`config.mk`:
```
export PLATFORM = sky130hd
export DESIGN_NAME = bounce_pulse_gen_flat
export DESIGN_NICKNAME = d
export VERILOG_FILES = /design/src/rtl/bounce_pulse_gen_if.sv /design/src/rtl/bounce_pulse_gen.sv /design/src/flat_wrapper.sv
export SDC_FILE = /design/constraint.sdc
export NUM_CORES = 1
export LEC_CHECK = 0
export CORE_MARGIN = 2
export CORE_UTILIZATION = 40
export DETAILED_ROUTE_END_ITERATION = 10
export SETUP_SLACK_MARGIN = 0.3
export SKIP_CTS_REPAIR_TIMING = 1
export SLEW_MARGIN = 25
export SYNTH_ARGS = -nofsm -noshare
export SYNTH_HDL_FRONTEND = slang
export SYNTH_SLANG_ARGS = --single-unit
```
`constraint.sdc`:
```
create_clock -name clk -period 3.85 [get_ports clk]
set_clock_uncertainty 0.1 [all_clocks]
set_input_delay 0.385 -clock clk [delete_from_list [all_inputs] [get_ports clk]]
set_output_delay 0.385 -clock clk [all_outputs]
set_load 0.05 [all_outputs]
```
`src/rtl/bounce_pulse_gen_if.sv`:
```
// bounce_pulse_gen_if: request/status bundle between a pulse-train requester and the generator
interface bounce_pulse_gen_if;
    logic       start;
    logic [3:0] count;
    logic       busy;
    logic       done;
    logic       out;
    logic [3:0] pulses_sent;
    modport master (output start, count, input busy, done, out, pulses_sent);
    modport slave  (input start, count, output busy, done, out, pulses_sent);
endinterface

```
`src/rtl/bounce_pulse_gen.sv`:
```
// bounce_pulse_gen: emits a programmed number of pulses, each settled edge preceded by a bounce burst
module bounce_pulse_gen #(
    parameter int HIGH_CYC     = 8,
    parameter int LOW_CYC      = 8,
    parameter int BOUNCE_EDGES = 4,
    parameter int BOUNCE_CYC   = 1
) (
    input logic               clk,
    input logic               rst_n,
    bounce_pulse_gen_if.slave bus
);
    localparam int MAXHL = HIGH_CYC > LOW_CYC ? HIGH_CYC : LOW_CYC;
    localparam int MAXC  = MAXHL > BOUNCE_CYC ? MAXHL : BOUNCE_CYC;
    localparam int CW    = $clog2(MAXC + 1);
    localparam int PW    = $clog2(BOUNCE_EDGES + 2);

    typedef enum logic [2:0] {IDLE, BOUNCE_R, HIGH, BOUNCE_F, LOW, DONE} state_t;

    // With bounce disabled the settled levels follow each other directly.
    localparam state_t RISE = BOUNCE_EDGES == 0 ? HIGH : BOUNCE_R;
    localparam state_t FALL = BOUNCE_EDGES == 0 ? LOW : BOUNCE_F;

    state_t        state_q, state_d;
    logic [CW-1:0] cnt_q, cnt_d;
    logic [PW-1:0] ph_q, ph_d;
    logic [3:0]    count_q, count_d, pulses_q, pulses_d;
    logic          out_q, out_d, busy_q, busy_d, done_q, done_d;

    // Next state and counters; outputs are decoded from the next state so they land registered.
    always_comb begin
        state_d  = state_q;
        cnt_d    = cnt_q + 1'b1;
        ph_d     = ph_q;
        count_d  = count_q;
        pulses_d = pulses_q;
        case (state_q)
            IDLE: begin
                cnt_d = '0;
                ph_d  = '0;
                if (bus.start) begin
                    pulses_d = '0;
                    count_d  = bus.count;
                    state_d  = bus.count != '0 ? RISE : DONE;
                end
            end
            BOUNCE_R, BOUNCE_F: begin
                if (cnt_q == CW'(BOUNCE_CYC - 1)) begin
                    cnt_d = '0;
                    ph_d  = ph_q + 1'b1;
                    if (ph_q == PW'(BOUNCE_EDGES - 1)) begin
                        ph_d    = '0;
                        state_d = state_q == BOUNCE_R ? HIGH : LOW;
                    end
                end
            end
            HIGH: begin
                if (cnt_q == CW'(HIGH_CYC - 1)) begin
                    cnt_d    = '0;
                    pulses_d = pulses_q + 1'b1;
                    state_d  = FALL;
                end
            end
            LOW: begin
                if (cnt_q == CW'(LOW_CYC - 1)) begin
                    cnt_d   = '0;
                    state_d = pulses_q == count_q ? DONE : RISE;
                end
            end
            DONE: begin
                cnt_d   = '0;
                state_d = IDLE;
            end
            default: begin
                cnt_d   = '0;
                state_d = IDLE;
            end
        endcase
        out_d  = (state_d == HIGH) || (state_d == BOUNCE_R && !ph_d[0]) || (state_d == BOUNCE_F && ph_d[0]);
        busy_d = state_d inside {BOUNCE_R, HIGH, BOUNCE_F, LOW};
        done_d = state_d == DONE;
    end

    // State, counters and registered outputs; reset aborts any request without a done strobe.
    always_ff @(posedge clk or negedge rst_n) begin
        if (!rst_n) begin
            state_q  <= IDLE;
            cnt_q    <= '0;
            ph_q     <= '0;
            count_q  <= '0;
            pulses_q <= '0;
            out_q    <= 1'b0;
            busy_q   <= 1'b0;
            done_q   <= 1'b0;
        end else begin
            state_q  <= state_d;
            cnt_q    <= cnt_d;
            ph_q     <= ph_d;
            count_q  <= count_d;
            pulses_q <= pulses_d;
            out_q    <= out_d;
            busy_q   <= busy_d;
            done_q   <= done_d;
        end
    end

    assign bus.out         = out_q;
    assign bus.busy        = busy_q;
    assign bus.done        = done_q;
    assign bus.pulses_sent = pulses_q;
endmodule

```
`src/flat_wrapper.sv`:
```
// flat-port wrapper written by rule: the top's interface ports become plain ports
module bounce_pulse_gen_flat 
#(
    parameter int HIGH_CYC     = 8,
    parameter int LOW_CYC      = 8,
    parameter int BOUNCE_EDGES = 4,
    parameter int BOUNCE_CYC   = 1
)
  (clk, rst_n, bus_start, bus_count, bus_busy, bus_done, bus_out, bus_pulses_sent);
  bounce_pulse_gen_if bus_i ();
  input logic clk;
  input logic rst_n;
  input wire logic [$bits(bus_i.start)-1:0] bus_start;
  input wire logic [$bits(bus_i.count)-1:0] bus_count;
  output wire logic [$bits(bus_i.busy)-1:0] bus_busy;
  output wire logic [$bits(bus_i.done)-1:0] bus_done;
  output wire logic [$bits(bus_i.out)-1:0] bus_out;
  output wire logic [$bits(bus_i.pulses_sent)-1:0] bus_pulses_sent;
  assign bus_i.start = bus_start;
  assign bus_i.count = bus_count;
  assign bus_busy = bus_i.busy;
  assign bus_done = bus_i.done;
  assign bus_out = bus_i.out;
  assign bus_pulses_sent = bus_i.pulses_sent;
  bounce_pulse_gen #(.HIGH_CYC(HIGH_CYC), .LOW_CYC(LOW_CYC), .BOUNCE_EDGES(BOUNCE_EDGES), .BOUNCE_CYC(BOUNCE_CYC)) u_core (.clk(clk), .rst_n(rst_n), .bus(bus_i));
endmodule
```
Word level (Yosys, flattened, before mapping) --
Cells that the tools add are included.
Storage, ports and cells: output and inout bits 7, flip-flop bits (word level) 21, input port bits 7, logic and storage cells 61
Operators by class: add/sub/neg operators 3, eq/ne operators 15, reductions and logical operators 16, multiplexer cells 18
Operator list (number):
- 3-bit two-way mux | 10
- 4-bit two-way mux | 4
- 4-bit one-hot mux with 2 select lines | 2
- 3-bit by 2-bit equality test with 1-bit output, second input constant | 5
- 3-bit one-hot mux with 4 select lines | 1
- 3-bit equality test, second input constant | 3
- 4-bit by 1-bit adder with 4-bit output, second input constant | 2
- 4-bit nonzero test | 2
- 3-bit by 1-bit equality test with 1-bit output, second input constant | 2
- 3-bit one-hot mux with 2 select lines | 1
- 4-bit by 3-bit equality test with 1-bit output, second input constant | 1
- 4-bit equality test | 1
- 4-bit zero test | 1
- 2-bit by 1-bit != test with 1-bit output, second input constant | 2
- 2-bit AND reduction | 2
- 2-bit nonzero test | 2
- 2-bit OR reduction | 2
- 3-bit by 1-bit adder with 3-bit output, second input constant | 1
- 3-bit zero test | 1
- 3-bit AND reduction | 1
- 1-bit logical AND | 2
- 1-bit logical OR | 2
- 2-bit != test, second input constant | 1
- 1-bit zero test | 1

Longest topological paths before layout --
Gate-level depths: netlist (run 1).
depth after elaboration 9, gate-level depth with buffers 7, gate-level depth less buffers 7

Worst setup path after synthesis (run 1) --
OpenSTA, ideal clock, no wires.
path kind flip-flop to flip-flop, from register u_core.cnt_q[0], to register u_core.out_q (netlist: u_core.bus.out), cell stages (with the launch flop) 8, setup time 0.078 ns, clock period less this slack 2.109 ns, arrival time 1.931 ns, buffers on the path 0, required time 3.672 ns, path slack 1.741 ns, cell sequence dfrtp_1 -> inv_1 -> ha_1 -> nor3b_4 -> mux2_4 -> a32o_2 -> or3_1 -> a21oi_1
Between the ends: cells in the longest elaborated chain, start to end 7, elaborated cells on any way between the ends 16, those cells by class eq/ne (4); mux (6); reduce/logical (6)
RTL lines:
- start, declared | RTL line bounce_pulse_gen.sv:24 | logic [CW-1:0] cnt_q, cnt_d;
- start signal, assigned | RTL line bounce_pulse_gen.sv:96 | cnt_q <= cnt_d;
- 4-bit zero test * | RTL line bounce_pulse_gen.sv:47 | if (cnt_q == CW'(BOUNCE_CYC - 1)) begin
- 3-bit two-way mux * | RTL line bounce_pulse_gen.sv:47
- 3-bit one-hot mux with 2 select lines * | RTL line bounce_pulse_gen.sv:36 | case (state_q)
- named net u_core.ph_d[0] | RTL line bounce_pulse_gen.sv:25 | logic [PW-1:0] ph_q, ph_d;
- 1-bit zero test | RTL line bounce_pulse_gen.sv:78 | out_d = (state_d == HIGH) || (state_d == BOUNCE_R && !ph_d[0]) || (state_d == BOUNCE_F && ph_d[0]);
- 1-bit logical AND | RTL line bounce_pulse_gen.sv:78
- 1-bit logical OR | RTL line bounce_pulse_gen.sv:78
- 1-bit logical OR * | RTL line bounce_pulse_gen.sv:78
- named net u_core.out_d | RTL line bounce_pulse_gen.sv:27 | logic out_q, out_d, busy_q, busy_d, done_q, done_d;
- end signal, assigned | RTL line bounce_pulse_gen.sv:100 | out_q <= out_d;
- end, declared | RTL line bounce_pulse_gen.sv:27
The timed path passes the listed nets; every way through them passes the cells marked *. The select of a mux whose other input is x is not followed. A chain may end at the register's enable or synchronous reset.

Worst setup path after layout (run 1) --
Ends and elaborated chain as after synthesis.

==> metrics.cfg, run 1 <==
[detailed_routing]
drcViolationCount = 0
firstDrtPassIters = 4
via_per_inst = 5.61
via_count = 914
ant_nets = 0
wire_per_inst_um = 14.0
drt_iter0_markers = 21
drt-total-wl_um = 2280

[clock_network]
htreeDepth = 1
clk_latency_ns = 0.31
cts.sinks = 21
cts_buffer_depth = 2
cts_tree = built
clkTransAtPathRegs_ns = 0.11
cts_root_buffer = clkbuf_4
cts_buffers = 3

[floorplan]
die_w_um = 57.9
pin_count = 14
num_rows = 19
die_h_um = 57.9
core_um2 = 2760
die_area_um2 = 3350
initial_core_util = 0.421

[finish]
fin_nets = 144
layout_common_cells = dfrtp_1, nor2_1, clkdlybuf4s50_1
fillers = 283
layout-drive-gt1-share = 0.0833
final_common_cell = dfrtp_1
finalNonFillerCells = 163
n_antenna_cell = 0
fin_util = 0.486
areaGrowthSynthToFinish_pct = 15.5
fin_area_um2 = 1340

[grt]
overflow = 0
grt_pass1_vias = 918
grtUsageTotal = 0.152
grt_pass1_wl_um = 4020
antenna_found_initial = 0
grt_max_degree = 22

[timing]
finalSetupTns_ns = 0
finalMaxSlewViolations = 0
hold_viol = 0
fmax_mhz = 437
setup_slack_ns = 1.56
fin_hold_ws_ns = 0.402
slew_headroom = 0.637
fin_crit_sh = 0.594
fin_crit_ns = 2.29
worst_slew_pin_slew_ns = 0.544
rsz0062_at_grt = no
setup_viol = 0

[flow_run]
maxCapViolCount = 0

[logic_synthesis]
syn_inst = 119
yosysTopAreaCellShare = 0.453
yosysUniqueCellTypes = 39
syn_avg_cell_area_um2 = 9.76
yosys_warnings = 0
async_reset_ff_frac = 1.00
netlist.top_cell.by_area = dfrtp_1
ys_ff_latch = 21
synth_area_um2 = 1160
seq_area_frac_synth = 0.453
synthFlopType = dfrtp_1
synth.area.top_cells = dfrtp_1, xor2_1, ha_1
syn_nets = 130
synth-edff-count = 0

[placement]
place_ws_ns = 1.60
place_area_um2 = 1310
place_hpwl_um = 1700
gp_congestion = 0.766
io_buffers = 13
place_inst = 158

[critical_path]
crit_fanout = 9
crit_arrival_ns = 2.42
startpoint_type = flop
crit_type = flop to flop
worstPathRequired_ns = 3.99
end_kind = flop

[power_and_ir_drop]
power_density_nw_per_um2 = 613
p_leak_nw = 0.603
p_total_mw = 0.823
vdd_drop_max_uv = 524

[worst_hold_path]
hp-class = flop to flop

[outcome]
outcome = complete, no violations

-- path summary, 6_finish.rpt --
check / start / end / slack (ns) / depth (start not counted)
hold / removal: u_core.ph_q[2] / u_core.ph_q[2] / 0.40 / 1
hold reg to reg: u_core.ph_q[2] / u_core.ph_q[2] / 0.40 / 1
setup / recovery: u_core.cnt_q[0] / u_core.bus.out / 1.56 / 7
setup reg to reg: u_core.cnt_q[0] / u_core.bus.out / 1.56 / 7
max in group asynchronous: rst_n / u_core.state_q[2] / 2.87 / 2
min in group asynchronous: rst_n / u_core.count_q[2] / 0.45 / 2
-- power by group --
group / switching (mW) / internal, mW / total [mW]
clock: 0.0673 / 0.0405 / 0.108
combinational: 0.202 / 0.165 / 0.367
sequential: 0.0688 / 0.280 / 0.349
-- Yosys cell counts (2+ instances only) --
library cell / n
dfrtp_1: 21
mux2_1: 4
nor2b_1: 2
o21ai_1: 6
xnor2_1: 3
mux2i_1: 2
ha_1: 4
a21oi_1: 6
nor4_1: 3
clkbuf_1: 4
nand4_1: 2
a31oi_1: 2
xor2_1: 6
and3_1: 2
nor2_1: 13
or3_1: 2
nand2_1: 9
nand3_1: 3
nor3_1: 2
inv_1: 4
-- per-layer routing --
layer,wire length (µm),vias to the layer above,GRT usage
met5,0,-,0
li1,-,446,-
met3,56,2,0.0335
met2,1100,8,0.255
met1,1100,458,0.204
met4,19,0,0.0299
-- worst max-delay path: stages (launching register included) --
cell and delay [ns]:
dfrtp_1 0.43, inv_1 0.07, ha_1 0.14, nor3b_4 0.41, mux2_4 0.34, a32o_2 0.27
or3_1 0.30, a21oi_1 0.15
-- cell type report --
cell class | count | area [µm²] | area share
sequential | 21 | 526 | 0.392
timing repair buffer | 14 | 135 | 0.101
tap | 31 | 38.8 | 0.0289
inverter | 5 | 18.8 | 0.0140
clock buffer | 4 | 26.3 | 0.0196
multi-input combinational | 88 | 597 | 0.445
-- flip-flops by register name (all words and copies together), names as in the netlist --
name / count
u_core.bus.busy: 1
u_core.bus.done: 1
u_core.bus.out: 1
u_core.bus.pulses_sent: 4
u_core.cnt_q: 4
u_core.count_q: 4
u_core.ph_q: 3
u_core.state_q: 3
-- cell families (layout without fill, tap and decap cells) --
kind of cell / after synthesis / in the layout / synth area share
AO/OA/AOI/OAI: 22 / 22 / 0.119
XOR/XNOR: 9 / 9 / 0.0679
buffers and inverters: 10 / 23 / 0.0334
adder cells (fa/ha/maj): 4 / 4 / 0.0431
flip-flops: 21 / 21 / 0.453
multiplexers: 8 / 8 / 0.0787
AND/OR/NAND/NOR: 45 / 45 / 0.206
No activity file was read; power rests on OpenSTA's default activity.
==> run 2: changes to the inputs <==
==> constraint.sdc (replaced) <==
create_clock -name clk -period 2 [get_ports clk]
set_clock_uncertainty 0.1 [all_clocks]
set_input_delay 0.2 -clock clk [delete_from_list [all_inputs] [get_ports clk]]
set_output_delay 0.2 -clock clk [all_outputs]
set_load 0.05 [all_outputs]
==> run 2 against run 1 <==
  * The flow now finishes with violations (negative setup slack)
  * Sequential power rose by 91%
  * Sequential share of layout area fell by 4.0 points
  * Final cell count rose by 6.7%
  * Total power rose by 120%
  * Flip-flop and latch count did not move
  * Clock power rose by 93%
  * Non-clock buffer count rose by 11
  * Worst setup slack got worse by 1.6 ns
  * Via count rose by 3.0%
  * Critical endpoint unchanged
  * Largest cell class unchanged
==> metrics.cfg, run 2 (synthesis results as in run 1) <==
[placement]
place_inst = 168
gp_congestion = 0.760
place_hpwl_um = 1770
io_buffers = 13
place_area_um2 = 1400
place_ws_ns = 0.0116

[timing]
fin_hold_ws_ns = 0.130
fin_crit_ns = 2.01
setup_viol = 1
slew_headroom = 0.659
setup_slack_ns = -0.00771
fin_crit_sh = 1.00
fmax_mhz = 498
finalSetupTns_ns = -0.00771
hold_viol = 0
finalMaxSlewViolations = 0
rsz0062_at_grt = yes
worst_slew_pin_slew_ns = 0.511

[finish]
layout-drive-gt1-share = 0.245
finalNonFillerCells = 174
n_antenna_cell = 0
areaGrowthSynthToFinish_pct = 29.7
fin_nets = 155
multi_input_area_um2 = 652
fillers = 250
layout_common_cells = dfrtp_1, nor2_1, buf_4
fin_area_um2 = 1510
fin_util = 0.546
final_common_cell = dfrtp_1
register_area_um2 = 529

[critical_path]
crit_arrival_ns = 2.15
worstPathRequired_ns = 2.15
end_kind = flop
crit_type = flop to flop
crit_fanout = 3
startpoint_type = flop

[clock_network]
cts.sinks = 21
cts_buffers = 3
cts_buffer_depth = 2
cts_root_buffer = clkbuf_4
cts_tree = built
clk_latency_ns = 0.31
htreeDepth = 1
clkTransAtPathRegs_ns = 0.12

[outcome]
violations = negative setup slack
outcome = finished, violations left

[power_and_ir_drop]
p_leak_nw = 0.778
power_density_nw_per_um2 = 1180
vdd_drop_max_uv = 873
p_total_mw = 1.77

[floorplan]
die_w_um = 57.9
pin_count = 14
die_h_um = 57.9
core_um2 = 2760
die_area_um2 = 3350
num_rows = 19
initial_core_util = 0.421

[detailed_routing]
firstDrtPassIters = 3
via_count = 941
drcViolationCount = 0
via_per_inst = 5.41
drt_iter0_markers = 14
drt-total-wl_um = 2450
wire_per_inst_um = 14.1
ant_nets = 0

[grt]
antenna_found_initial = 0
grtUsageTotal = 0.163
grt_pass1_vias = 951
grt_pass1_wl_um = 4270
grt_max_degree = 22
overflow = 0

[flow_run]
maxCapViolCount = 0

[worst_hold_path]
hp-class = input port to asynchronous set/reset pin

[run 2: critical path, cell delays in order (launching register included)]
cell	delay (ns)
dfrtp_1	0.40
inv_1	0.06
ha_1	0.13
nor3b_4	0.22
mux2_4	0.32
a32o_2	0.28
or3_1	0.32
a21oi_2	0.12
[run 2: power by group]
group	switching, mW	total, mW	internal [mW]	leakage [nW]
logic	0.465	0.896	0.431	0.496
registers	0.127	0.668	0.541	0.267
clock network	0.130	0.208	0.0779	0.0150
[run 2: layout make-up]
| class | instances | share of cell area |
|---|---|---|
| Multi-Input combinational cell | 88 | 0.433 |
| Clock buffer | 4 | 0.0174 |
| Inverter | 5 | 0.0125 |
| Timing Repair Buffer | 25 | 0.160 |
| Tap cell | 31 | 0.0257 |
| Sequential cell | 21 | 0.351 |
[run 2: final timing paths]
check,from,end,slack [ns],cells past startpoint
min,rst_n,u_core.count_q[0],0.13,2
min in group clk,bus_count[0],u_core.count_q[0],0.42,2
max reg2reg,u_core.cnt_q[0],u_core.bus.out,-0.008,7
max,u_core.cnt_q[0],u_core.bus.out,-0.008,7
min reg2reg,u_core.ph_q[2],u_core.ph_q[2],0.42,1
max in group asynchronous,rst_n,u_core.state_q[0],1.43,2
[run 2: layer usage]
metal | vias to the layer above | wire, µm | global-route usage
li1 | 467 | - | -
met1 | 460 | 1160 | 0.215
met2 | 12 | 1170 | 0.263
met3 | 2 | 107 | 0.0469
met4 | 0 | 21 | 0.0465
met5 | - | 0 | 0
==> run 3: changes to the inputs <==
--- a/config.mk
+++ b/config.mk
@@ -5,8 +5,8 @@
 export SDC_FILE = /design/constraint.sdc
 export NUM_CORES = 1
 export LEC_CHECK = 0
-export CORE_MARGIN = 2
 export CORE_UTILIZATION = 40
+export CTS_CLUSTER_SIZE = 16
 export DETAILED_ROUTE_END_ITERATION = 10
 export SETUP_SLACK_MARGIN = 0.3
 export SKIP_CTS_REPAIR_TIMING = 1
==> run 3 against run 2 <==
  * The run now ends clean
  * Count of clock-buffer cells in the layout unchanged
  * Utilization up 0.59 points
  * Maximum frequency up 0.94%
  * Non-clock buffer count up 1
  * Total power down 0.25%
  * Cell area up 1.1%
  * Flip-flop and latch count unchanged
  * Critical path depth unchanged
  * Worst setup slack better by 0.019 ns
  * Critical path type unchanged
  * Largest power group unchanged
  * Highest routed layer unchanged
==> metrics.cfg, run 3 (synthesis results as in run 1) <==
[floorplan]
core_um2 = 2760
pin_count = 14
num_rows = 19
die_w_um = 55.9
die_area_um2 = 3120
die_h_um = 55.9
initial_core_util = 0.421

[placement]
place_inst = 168
place_hpwl_um = 1740
gp_congestion = 0.807
io_buffers = 13
place_area_um2 = 1400
place_ws_ns = 0.0250

[grt]
grt_pass1_wl_um = 4150
grt_max_degree = 22
antenna_found_initial = 0
grt_pass1_vias = 929
overflow = 0
grtUsageTotal = 0.168

[detailed_routing]
via_per_inst = 5.45
drt-total-wl_um = 2480
wire_per_inst_um = 14.2
firstDrtPassIters = 3
ant_nets = 0
drcViolationCount = 0
drt_iter0_markers = 17
via_count = 954

[critical_path]
startpoint_type = flop
crit_arrival_ns = 2.13
crit_type = flop to flop
worstPathRequired_ns = 2.14
end_kind = flop
crit_fanout = 3

[finish]
fin_util = 0.552
layout-drive-gt1-share = 0.243
layout_common_cells = dfrtp_1, nor2_1, buf_4
areaGrowthSynthToFinish_pct = 31.1
fin_nets = 156
fin_area_um2 = 1520
finalNonFillerCells = 175
final_common_cell = dfrtp_1
n_antenna_cell = 0
fillers = 259

[power_and_ir_drop]
p_total_mw = 1.77
vdd_drop_max_uv = 827
power_density_nw_per_um2 = 1160
p_leak_nw = 0.803

[clock_network]
cts_buffer_depth = 2
cts_tree = built
cts.sinks = 21
cts_buffers = 3
clkTransAtPathRegs_ns = 0.11
htreeDepth = 1
clk_latency_ns = 0.31
cts_root_buffer = clkbuf_4

[worst_hold_path]
hp-class = input port to asynchronous set/reset pin

[timing]
hold_viol = 0
fin_crit_ns = 1.99
rsz0062_at_grt = yes
worst_slew_pin_slew_ns = 0.508
setup_viol = 0
fin_crit_sh = 0.995
fmax_mhz = 503
slew_headroom = 0.661
finalMaxSlewViolations = 0
setup_slack_ns = 0.0110
fin_hold_ws_ns = 0.120
finalSetupTns_ns = 0

[flow_run]
maxCapViolCount = 0

[outcome]
outcome = complete, no violations

-- run 3: worst max-delay path, cell delays in order (launching register included) --
cell and delay, ns:
dfrtp_1 0.40, inv_1 0.06, ha_1 0.13, nor3b_4 0.21, mux2_4 0.32, a32o_2 0.28
or3_1 0.32, a21oi_2 0.12
-- run 3: final timing paths --
path | end | from | cells after the start | slack (ns)
max reg2reg | u_core.bus.out | u_core.cnt_q[0] | 7 | 0.01
min reg2reg | u_core.ph_q[2] | u_core.ph_q[2] | 1 | 0.41
max | u_core.bus.out | u_core.cnt_q[0] | 7 | 0.01
min in group clk | u_core.ph_q[2] | u_core.ph_q[2] | 1 | 0.41
min | u_core.bus.pulses_sent[3] | rst_n | 2 | 0.12
max in group asynchronous | u_core.bus.pulses_sent[0] | rst_n | 2 | 1.46
-- run 3: cell type report --
class                           instances  area, µm²  area share
Multi-Input combinational cell         88        663       0.435
Timing Repair Buffer                   26        249       0.164
Inverter                                5       18.8      0.0123
Sequential cell                        21        527       0.346
Clock buffer                            4       26.3      0.0173
Tap cell                               31       38.8      0.0255
-- run 3: metal layers --
metal  GRT usage  wire [µm]
met1       0.224       1140
met4      0.0732         53
met2       0.274       1230
met5           0          0
met3      0.0209         52
-- run 3: report_power, final --
part | total [mW] | internal (mW) | switching [mW]
sequential | 0.649 | 0.539 | 0.110
combinational | 0.914 | 0.432 | 0.482
clock | 0.205 | 0.0779 | 0.127
